### src/rtl/alu_multicycle.sv
// alu_multicycle: registered ALU with ten single-cycle ops and an iterative
// shift-add multiply. Valid/ready handshake on both operand and result sides.
// Result, eq and zero are held stable from completion until transferred.
module alu_multicycle #(
    parameter int DATA_WIDTH = 32,
    parameter int OP_WIDTH   = 4
) (
    input  logic                  clk,
    input  logic                  rst_n,
    input  logic                  in_valid,
    output logic                  in_ready,
    input  logic [OP_WIDTH-1:0]   alu_op,
    input  logic [DATA_WIDTH-1:0] op1,
    input  logic [DATA_WIDTH-1:0] op2,
    output logic                  out_valid,
    input  logic                  out_ready,
    output logic [DATA_WIDTH-1:0] result,
    output logic                  eq,
    output logic                  zero
);

    localparam int SHW = $clog2(DATA_WIDTH);
    localparam int CW  = $clog2(DATA_WIDTH + 1);

    localparam logic [OP_WIDTH-1:0] OP_ADD  = OP_WIDTH'(0);
    localparam logic [OP_WIDTH-1:0] OP_SUB  = OP_WIDTH'(1);
    localparam logic [OP_WIDTH-1:0] OP_AND  = OP_WIDTH'(2);
    localparam logic [OP_WIDTH-1:0] OP_OR   = OP_WIDTH'(3);
    localparam logic [OP_WIDTH-1:0] OP_XOR  = OP_WIDTH'(4);
    localparam logic [OP_WIDTH-1:0] OP_SLT  = OP_WIDTH'(5);
    localparam logic [OP_WIDTH-1:0] OP_SLTU = OP_WIDTH'(6);
    localparam logic [OP_WIDTH-1:0] OP_SLL  = OP_WIDTH'(7);
    localparam logic [OP_WIDTH-1:0] OP_SRL  = OP_WIDTH'(8);
    localparam logic [OP_WIDTH-1:0] OP_SRA  = OP_WIDTH'(9);
    localparam logic [OP_WIDTH-1:0] OP_MUL  = OP_WIDTH'(10);

    typedef enum logic [1:0] {
        S_IDLE,
        S_MUL,
        S_DONE
    } state_t;

    state_t                state_q,  state_d;
    logic [DATA_WIDTH-1:0] result_q, result_d;
    logic                  eq_q,     eq_d;
    logic                  zero_q,   zero_d;
    logic [DATA_WIDTH-1:0] mcand_q,  mcand_d;
    logic [DATA_WIDTH-1:0] mplier_q, mplier_d;
    logic [DATA_WIDTH-1:0] acc_q,    acc_d;
    logic [CW-1:0]         count_q,  count_d;

    logic [DATA_WIDTH-1:0] alu_res;
    logic [DATA_WIDTH-1:0] acc_sum;
    logic [SHW-1:0]        shamt;

    // Single-cycle datapath: combinational result for the presented op.
    always_comb begin
        alu_res = '0;
        shamt   = op2[SHW-1:0];
        case (alu_op)
            OP_ADD:  alu_res = op1 + op2;
            OP_SUB:  alu_res = op1 - op2;
            OP_AND:  alu_res = op1 & op2;
            OP_OR:   alu_res = op1 | op2;
            OP_XOR:  alu_res = op1 ^ op2;
            OP_SLT:  alu_res = {{(DATA_WIDTH-1){1'b0}}, ($signed(op1) < $signed(op2))};
            OP_SLTU: alu_res = {{(DATA_WIDTH-1){1'b0}}, (op1 < op2)};
            OP_SLL:  alu_res = op1 << shamt;
            OP_SRL:  alu_res = op1 >> shamt;
            OP_SRA:  alu_res = $signed(op1) >>> shamt;
            default: alu_res = '0;
        endcase
    end

    // Control FSM: next state, handshake outputs and datapath register updates.
    always_comb begin
        state_d   = state_q;
        result_d  = result_q;
        eq_d      = eq_q;
        zero_d    = zero_q;
        mcand_d   = mcand_q;
        mplier_d  = mplier_q;
        acc_d     = acc_q;
        count_d   = count_q;
        acc_sum   = acc_q;
        in_ready  = 1'b0;
        out_valid = 1'b0;

        case (state_q)
            S_IDLE: begin
                in_ready = 1'b1;
            end
            S_MUL: begin
                acc_sum  = mplier_q[0] ? (acc_q + mcand_q) : acc_q;
                acc_d    = acc_sum;
                mcand_d  = mcand_q << 1;
                mplier_d = mplier_q >> 1;
                count_d  = count_q - CW'(1);
                if (count_q == CW'(1)) begin
                    state_d  = S_DONE;
                    result_d = acc_sum;
                    zero_d   = (acc_sum == '0);
                end
            end
            S_DONE: begin
                out_valid = 1'b1;
                in_ready  = out_ready;
                if (out_ready) begin
                    state_d = S_IDLE;
                end
            end
            default: begin
                state_d = S_IDLE;
            end
        endcase

        // Accept overrides the IDLE/DONE defaults so a transfer and a new
        // accept can share one edge.
        if (in_valid && in_ready) begin
            eq_d = (op1 == op2);
            if (alu_op == OP_MUL) begin
                mcand_d  = op1;
                mplier_d = op2;
                acc_d    = '0;
                count_d  = CW'(DATA_WIDTH);
                state_d  = S_MUL;
            end else begin
                result_d = alu_res;
                zero_d   = (alu_res == '0);
                state_d  = S_DONE;
            end
        end
    end

    // State and datapath registers with asynchronous active-low reset.
    always_ff @(posedge clk or negedge rst_n) begin
        if (!rst_n) begin
            state_q  <= S_IDLE;
            result_q <= '0;
            eq_q     <= 1'b0;
            zero_q   <= 1'b0;
            mcand_q  <= '0;
            mplier_q <= '0;
            acc_q    <= '0;
            count_q  <= '0;
        end else begin
            state_q  <= state_d;
            result_q <= result_d;
            eq_q     <= eq_d;
            zero_q   <= zero_d;
            mcand_q  <= mcand_d;
            mplier_q <= mplier_d;
            acc_q    <= acc_d;
            count_q  <= count_d;
        end
    end

    assign result = result_q;
    assign eq     = eq_q;
    assign zero   = zero_q;

endmodule

### config.mk
export PLATFORM = sky130hd
export DESIGN_NAME = alu_multicycle
export DESIGN_NICKNAME = d
export VERILOG_FILES = /design/src/rtl/alu_multicycle.sv
export SDC_FILE = /design/constraint.sdc
export NUM_CORES = 1
export LEC_CHECK = 0
export ABC_AREA = 1
export BUFFER_PORTS_ARGS = -buffer_cell sky130_fd_sc_hd__buf_2
export CORE_ASPECT_RATIO = 1.2
export CORE_UTILIZATION = 31
export CTS_BUF_LIST = sky130_fd_sc_hd__clkbuf_2 sky130_fd_sc_hd__clkbuf_4 sky130_fd_sc_hd__clkbuf_8
export DETAILED_ROUTE_END_ITERATION = 6
export MAX_ROUTING_LAYER = met4
export SETUP_SLACK_MARGIN = 0.05
export SYNTH_ARGS = -nofsm -noshare
export SYNTH_HDL_FRONTEND = slang
export SYNTH_SLANG_ARGS = --single-unit
### constraint.sdc
create_clock -name clk -period 2.2 [get_ports clk]
set_clock_uncertainty 0.05 [all_clocks]
set_input_delay 0.11 -clock clk [delete_from_list [all_inputs] [get_ports clk]]
set_output_delay 0.11 -clock clk [all_outputs]
set_load 0.1 [all_outputs]
=== Word level (Yosys, flattened, before mapping) ===
Index checks and enable logic that the tools add are counted.

* Output and inout port bits: 36
* Bits in registers: 138
* Word-level logic and storage cells: 72
* Bits of input ports: 72

* Mux-type cells: 29
* Order comparisons: 2
* Shift operators: 3
* Bitwise operators: 3
* Equal/unequal tests: 17
* Add/subtract/negate cells: 4
* Reduce and logical (&&, ||, !) cells: 6

{| class="wikitable"
|+ Operators with widths
! operator !! number
|-
| 32-bit 2-to-1 mux || 14
|-
| 32-bit case mux with 10 select lines || 1
|-
| 32-bit adder || 2
|-
| 32-bit logical NOT || 2
|-
| 32-bit < comparator || 2
|-
| 32-bit bitwise AND || 1
|-
| 32-bit equality test || 1
|-
| 32-bit OR || 1
|-
| 32-bit by 5-bit << shifter with 32-bit output || 1
|-
| 32-bit by 5-bit right shift with 32-bit output || 1
|-
| 32-bit by 5-bit >>> shifter with 32-bit output || 1
|-
| 32-bit subtractor || 1
|-
| 32-bit XOR || 1
|-
| 6-bit 2-to-1 mux || 3
|-
| 4-bit by 3-bit equality test with 1-bit output, second input constant || 4
|-
| 4-bit equality test, second input constant || 3
|-
| 4-bit by 2-bit equality test with 1-bit output, second input constant || 2
|-
| 2-bit 2-to-1 mux || 4
|-
| 6-bit by 1-bit equality test with 1-bit output, second input constant || 1
|-
| 3-bit inequality test, second input constant || 2
|-
| 2-bit case mux with 3 select lines || 1
|-
| 6-bit by 1-bit subtractor with 6-bit output, second input constant || 1
|-
| 1-bit 2-to-1 mux || 5
|-
| 4-bit by 1-bit equality test with 1-bit output, second input constant || 1
|-
| other kinds (8) || 8
|}

=== Logic depth before layout (Yosys ltp) ===
* Word-level depth: 7
* Depth in mapped cells: 25
* Gate-level depth less buffers: 22

=== Least setup slack after synthesis ===
No wires, ideal clock.

* Kind: register to register
* Start: register state_q[1]
* End: register acc_q[22]
* Period minus slack after synthesis: 3149 ps
* Stages on the path, launching flop included: 11
* Library setup time: 120 ps
* Buffers on the path: 2
* Slack: -949 ps
* Required time: 2030 ps
* Arrival time: 2979 ps
* Cells stage by stage: dfrtp_1 -> inv_1 -> nor2_1 -> nor2_1 -> nand2_1 -> nor2_1 -> clkbuf_1 -> clkbuf_1 -> a21oi_1 -> o21ai_0 -> inv_1

* Longest elaborated chain between the ends: 4
* Elaborated cells between the ends (all ways): 8
* Those cells by class: eq/ne (2); mux (4); reduce/logical (2)

{| class="wikitable"
|+ RTL lines
! what !! line !! source
|-
| start, declared || 43 || <nowiki>state_t state_q, state_d;</nowiki>
|-
| start signal, assigned || 147 || <nowiki>state_q <= state_d;</nowiki>
|-
| 2-bit equality test / 2-bit logical NOT (equally long branches) || 89 || <nowiki>case (state_q)</nowiki>
|-
| 1-bit case mux with 2 select lines * || 89 ||
|-
| via in_ready || 11 || <nowiki>output logic in_ready,</nowiki>
|-
| 1-bit logical AND * || 119 || <nowiki>if (in_valid && in_ready) begin</nowiki>
|-
| 32-bit 2-to-1 mux * || 119 ||
|-
| via acc_d[22] || 49 || <nowiki>logic [DATA_WIDTH-1:0] acc_q, acc_d;</nowiki>
|-
| end signal, assigned || 144 || <nowiki>acc_q <= '0;</nowiki>
|-
| end signal, assigned || 153 || <nowiki>acc_q <= acc_d;</nowiki>
|-
| end, declared || 49 ||
|}

Mark *: on every way through the listed nets, which the timed path passes. The rest lies on a longest branch.
A chain may end at the register's enable or synchronous reset.

=== Worst setup path in the final report ===
* Start: register acc_q[0]
* End: register zero_q, in the netlist zero

* Longest elaborated chain between the ends: 7

{| class="wikitable"
|+ RTL lines
! what !! line !! source
|-
| 32-bit adder || 94 || <nowiki>acc_sum = mplier_q[0] ? (acc_q + mcand_q) : acc_q;</nowiki>
|-
| 32-bit 2-to-1 mux * || 94 ||
|-
| 32-bit logical NOT * || 102 || <nowiki>zero_d = (acc_sum == '0);</nowiki>
|-
| 1-bit 2-to-1 mux * || 99 || <nowiki>if (count_q == CW'(1)) begin</nowiki>
|-
| 1-bit 2-to-1 mux * || 89 ||
|-
| 1-bit 2-to-1 mux || 121 || <nowiki>if (alu_op == OP_MUL) begin</nowiki>
|-
| 1-bit 2-to-1 mux * || 119 ||
|-
| via zero_d || 46 || <nowiki>logic zero_q, zero_d;</nowiki>
|-
| end signal, assigned || 150 || <nowiki>zero_q <= zero_d;</nowiki>
|-
| end, declared || 46 ||
|}

Marks and branches as above.

==> flow_metrics.env <==
export IMPL_pwr_density_cell_nw_per_um2=1170
export IMPL_yosysWarnings=0
export IMPL_r2r_start="acc_q[0]$_DFF_PN0_"
export IMPL_cp_max_fo=4
export IMPL_finalPower_uw=34300
export IMPL_fin_tns_setup_ns=-6.07
export IMPL_rrSetupSlack_ns=-0.50
export IMPL_cap_violations=0
export IMPL_setup_ws_ns=-0.504
export IMPL_wl_met2_um=51600
export IMPL_hold_viol_final=0
export IMPL_fmax_mhz=370
export IMPL_htree_num_levels=4
export IMPL_hold_path_endpoint="mcand_q[7]$_DFF_PN0_"
export IMPL_syn_nets=3610
export IMPL_rsz0062_at_grt="yes"
export IMPL_vias_per_cell=5.25
export IMPL_status="complete, but fails checks"
export IMPL_drtAntennaViolNets=0
export IMPL_fillers=6329
export IMPL_layout_min_cycle_time_ns=2.70
export IMPL_wl_met3_um=5650
export IMPL_hold_class="in2reg"
export IMPL_period_share=1.23
export IMPL_synth_seq_area_share=0.182
export IMPL_maxSlewViolCount=0
export IMPL_drtIter0Drc=2365
export IMPL_worstMarginPinSlew_ns=0.776
export IMPL_die_area_um2=62300
export IMPL_post_dp_hpwl_um=89100
export IMPL_synthTopCellsByArea="nand2_1 21%, dfrtp_1 18%, nand3_1 14%, ha_1 8.8%, inv_1 8.4%"
export IMPL_start_util=0.313
export IMPL_drive_above_1_share=0.323
export IMPL_path_class="reg2reg"
export IMPL_reg2regPathDepth=18
export IMPL_grt_pass1_wl_um=158000
export IMPL_min_path_cells=4
export IMPL_clock_path_buffers=2
export IMPL_synth_common_cells="1,083 x nand2_1, 527 x nand3_1, 426 x inv_1"
export IMPL_cts_sinks=138
export IMPL_setup_viol=43
export IMPL_yosysTopAreaCellShare=0.214
export IMPL_synth_top_area_cell="nand2_1"
export IMPL_cts_buffers=17
export IMPL_cts_tree="built"
export IMPL_wl_per_cell_um=21.7
export IMPL_synthCells=3402
export IMPL_port_buffers=107
export IMPL_required_ns=2.58
export IMPL_ys_async_sr_fraction=1.00
export IMPL_grt_max_degree=89
export IMPL_synth_area_per_cell_um2=5.59
export IMPL_remaining_drc_errors=1
export IMPL_synth_cell_type_count=51
export IMPL_synth_most_common_cell="nand2_1"
export IMPL_ys_flop_type="dfrtp_1"
export IMPL_drt_wl_total_um=110000
export IMPL_clkTransAtPathRegs_ns=0.09
export IMPL_dr_pass1_iters=7
export IMPL_wirelength_met1_um=43300
export IMPL_cp_end_kind="register"
export IMPL_nets=4464
export IMPL_dr_total_vias=26700
export IMPL_top_layer="met4"
export IMPL_grt_use_total=0.351
export IMPL_synth_edff_count=0
export IMPL_rows=99
export IMPL_gr_total_overflow=0
export IMPL_leakagePower_uw=0.0157
export IMPL_peakVddDrop_uv=780
export IMPL_synth_seq_cells=138
export IMPL_cp_data_arrival_time_ns=3.09
export IMPL_coreArea_um2=60700
export IMPL_design_area_um2=29200
export IMPL_syn_cell_area_um2=19000
export IMPL_min_from="op1[7]"
export IMPL_start_kind="register"
export IMPL_r2r_end="zero$_DFF_PN0_"
export IMPL_violations="DRC, setup timing"
export IMPL_pin_count=108
export IMPL_clk_insertion_delay_late_ns=0.50
export IMPL_grt_pass1_vias=25200
export IMPL_die_y_um=273
export IMPL_cts_root_buf="clkbuf_8"
export IMPL_area_delta_synth_final_pct=53.8
export IMPL_die_w_um=228
export IMPL_gp_congestion=1.16
export IMPL_dpl_instance_area_um2=26200
export IMPL_antenna_found_initial=6
export IMPL_maxSlewHeadroom=0.483
-- logic make-up after synthesis --
group	count (synthesis)	share of synthesized area
and+or+nand+nor	2064	0.457
adders and majority gates	136	0.0907
muxes	2	0.00105
buffers and inverters	600	0.127
xor gates and xnor gates	7	0.00322
DFF	138	0.182
AOI/OAI and AO/OA	455	0.140
-- worst max path at each step --
stage / startpoint / to / slack, ns / depth (start not counted)
finish: acc_q[0]$_DFF_PN0_ / zero$_DFF_PN0_ / -0.50 / 18
global route: mcand_q[16]$_DFF_PN0_ / zero$_DFF_PN0_ / -0.64 / 19
CTS: mcand_q[0]$_DFF_PN0_ / zero$_DFF_PN0_ / -0.44 / 17
detailed placement: op1[19] / zero$_DFF_PN0_ / -0.85 / 19
global placement: op2[20] / zero$_DFF_PN0_ / -0.83 / 20
floorplan: mcand_q[0]$_DFF_PN0_ / zero$_DFF_PN0_ / -0.06 / 19
-- what timing repair did --
| item | CTS | global route |
|---|---|---|
| endpoints found under the hold margin | 166 | 0 |
| hold buffers | 29 | 0 |
| pin swaps | 94 | 77 |
| gates cloned | 1 | 1 |
| setup endpoints to repair | 55 | 87 |
| resized for setup | 302 | 214 |
| setup buffers | 34 | 17 |
-- through the flow --
stage	util	worst slack, ns	std cells	hold slack [ns]
final	0.482	-0.504	5080	0.0469
after global routing	0.482	-0.641	5080	0.0425
after CTS	0.467	-0.439	5062	0.00967
after detailed placement	0.432	-0.854	4969	0.0360
after global placement	0.432	-0.832	4969	0.0344
after floorplan	-	-0.0584	3402	-0.236
-- critical path: stages (launching register included) --
cell and delay [ns]:
dfrtp_1 0.40, ha_2 0.20, fa_2 0.38, nand3_4 0.11, nand3_4 0.12, nand2_2 0.10, nand2_2 0.07, buf_6 0.13
nand2_4 0.07, nand3b_1 0.09, nand3_2 0.09, nand2_2 0.06, nor2_1 0.14, nand2_2 0.12, nor3_4 0.21, nand3_2 0.10
nand2_2 0.08, nand2_1 0.06, nand2_1 0.06
-- flip-flops by register name, indices dropped and copies added, names as in the netlist --
| signal | count |
|---|---|
| result | 32 |
| acc_q | 32 |
| mcand_q | 32 |
| mplier_q | 32 |
| zero | 1 |
| count_q | 6 |
| eq | 1 |
| state_q | 2 |
-- report_power, final --
part	internal, uW	switching [uW]
clock	1220	1170
combinational	11600	15600
sequential	3670	1140
total	16500	17900
-- cell type report --
cell class	count	area [um^2]	share of cell area
clock inverters	11	160	0.00548
multi-input cells	2664	14900	0.508
diodes	4	10.0	0.000342
inverters	445	1720	0.0589
repair buffers	990	7750	0.265
clock buffers	20	275	0.00941
flip-flops and latches	138	3450	0.118
well taps	808	1010	0.0346
-- layout by cell type (no fill, tap or decap), types with 11 or more instances in the layout --
cell type | synthesis | layout
nand3_1 | 527 | 482
nor2_2 | 3 | 36
ha_1 | 133 | 100
o21ai_0 | 165 | 115
o21bai_1 | 11 | 11
nor2_1 | 348 | 292
clkbuf_8 | 0 | 20
nand2_1 | 1083 | 961
a31oi_1 | 30 | 30
nor3_1 | 33 | 28
o21ai_1 | 10 | 36
o21ai_2 | 0 | 24
buf_4 | 11 | 782
ha_4 | 0 | 29
nand2_4 | 1 | 39
nand4_1 | 29 | 29
a21oi_2 | 4 | 12
dlygate4sd3_1 | 0 | 29
nor2_4 | 3 | 26
nand3_4 | 0 | 12
o211ai_1 | 51 | 51
buf_2 | 55 | 104
nand3_2 | 0 | 33
inv_2 | 18 | 29
buf_6 | 7 | 49
buf_12 | 0 | 20
dfrtp_1 | 138 | 137
inv_1 | 426 | 405
nand2_2 | 13 | 95
o22ai_1 | 27 | 25
a21oi_1 | 123 | 110
-- routing by layer --
layer | GRT usage | vias to the layer above
met5 | - | -
met4 | 0.247 | 0
met3 | 0.0309 | 366
met2 | 0.585 | 1148
met1 | 0.397 | 12400
li1 | - | 12700
Note: power is estimated with default switching activity, not from simulation.
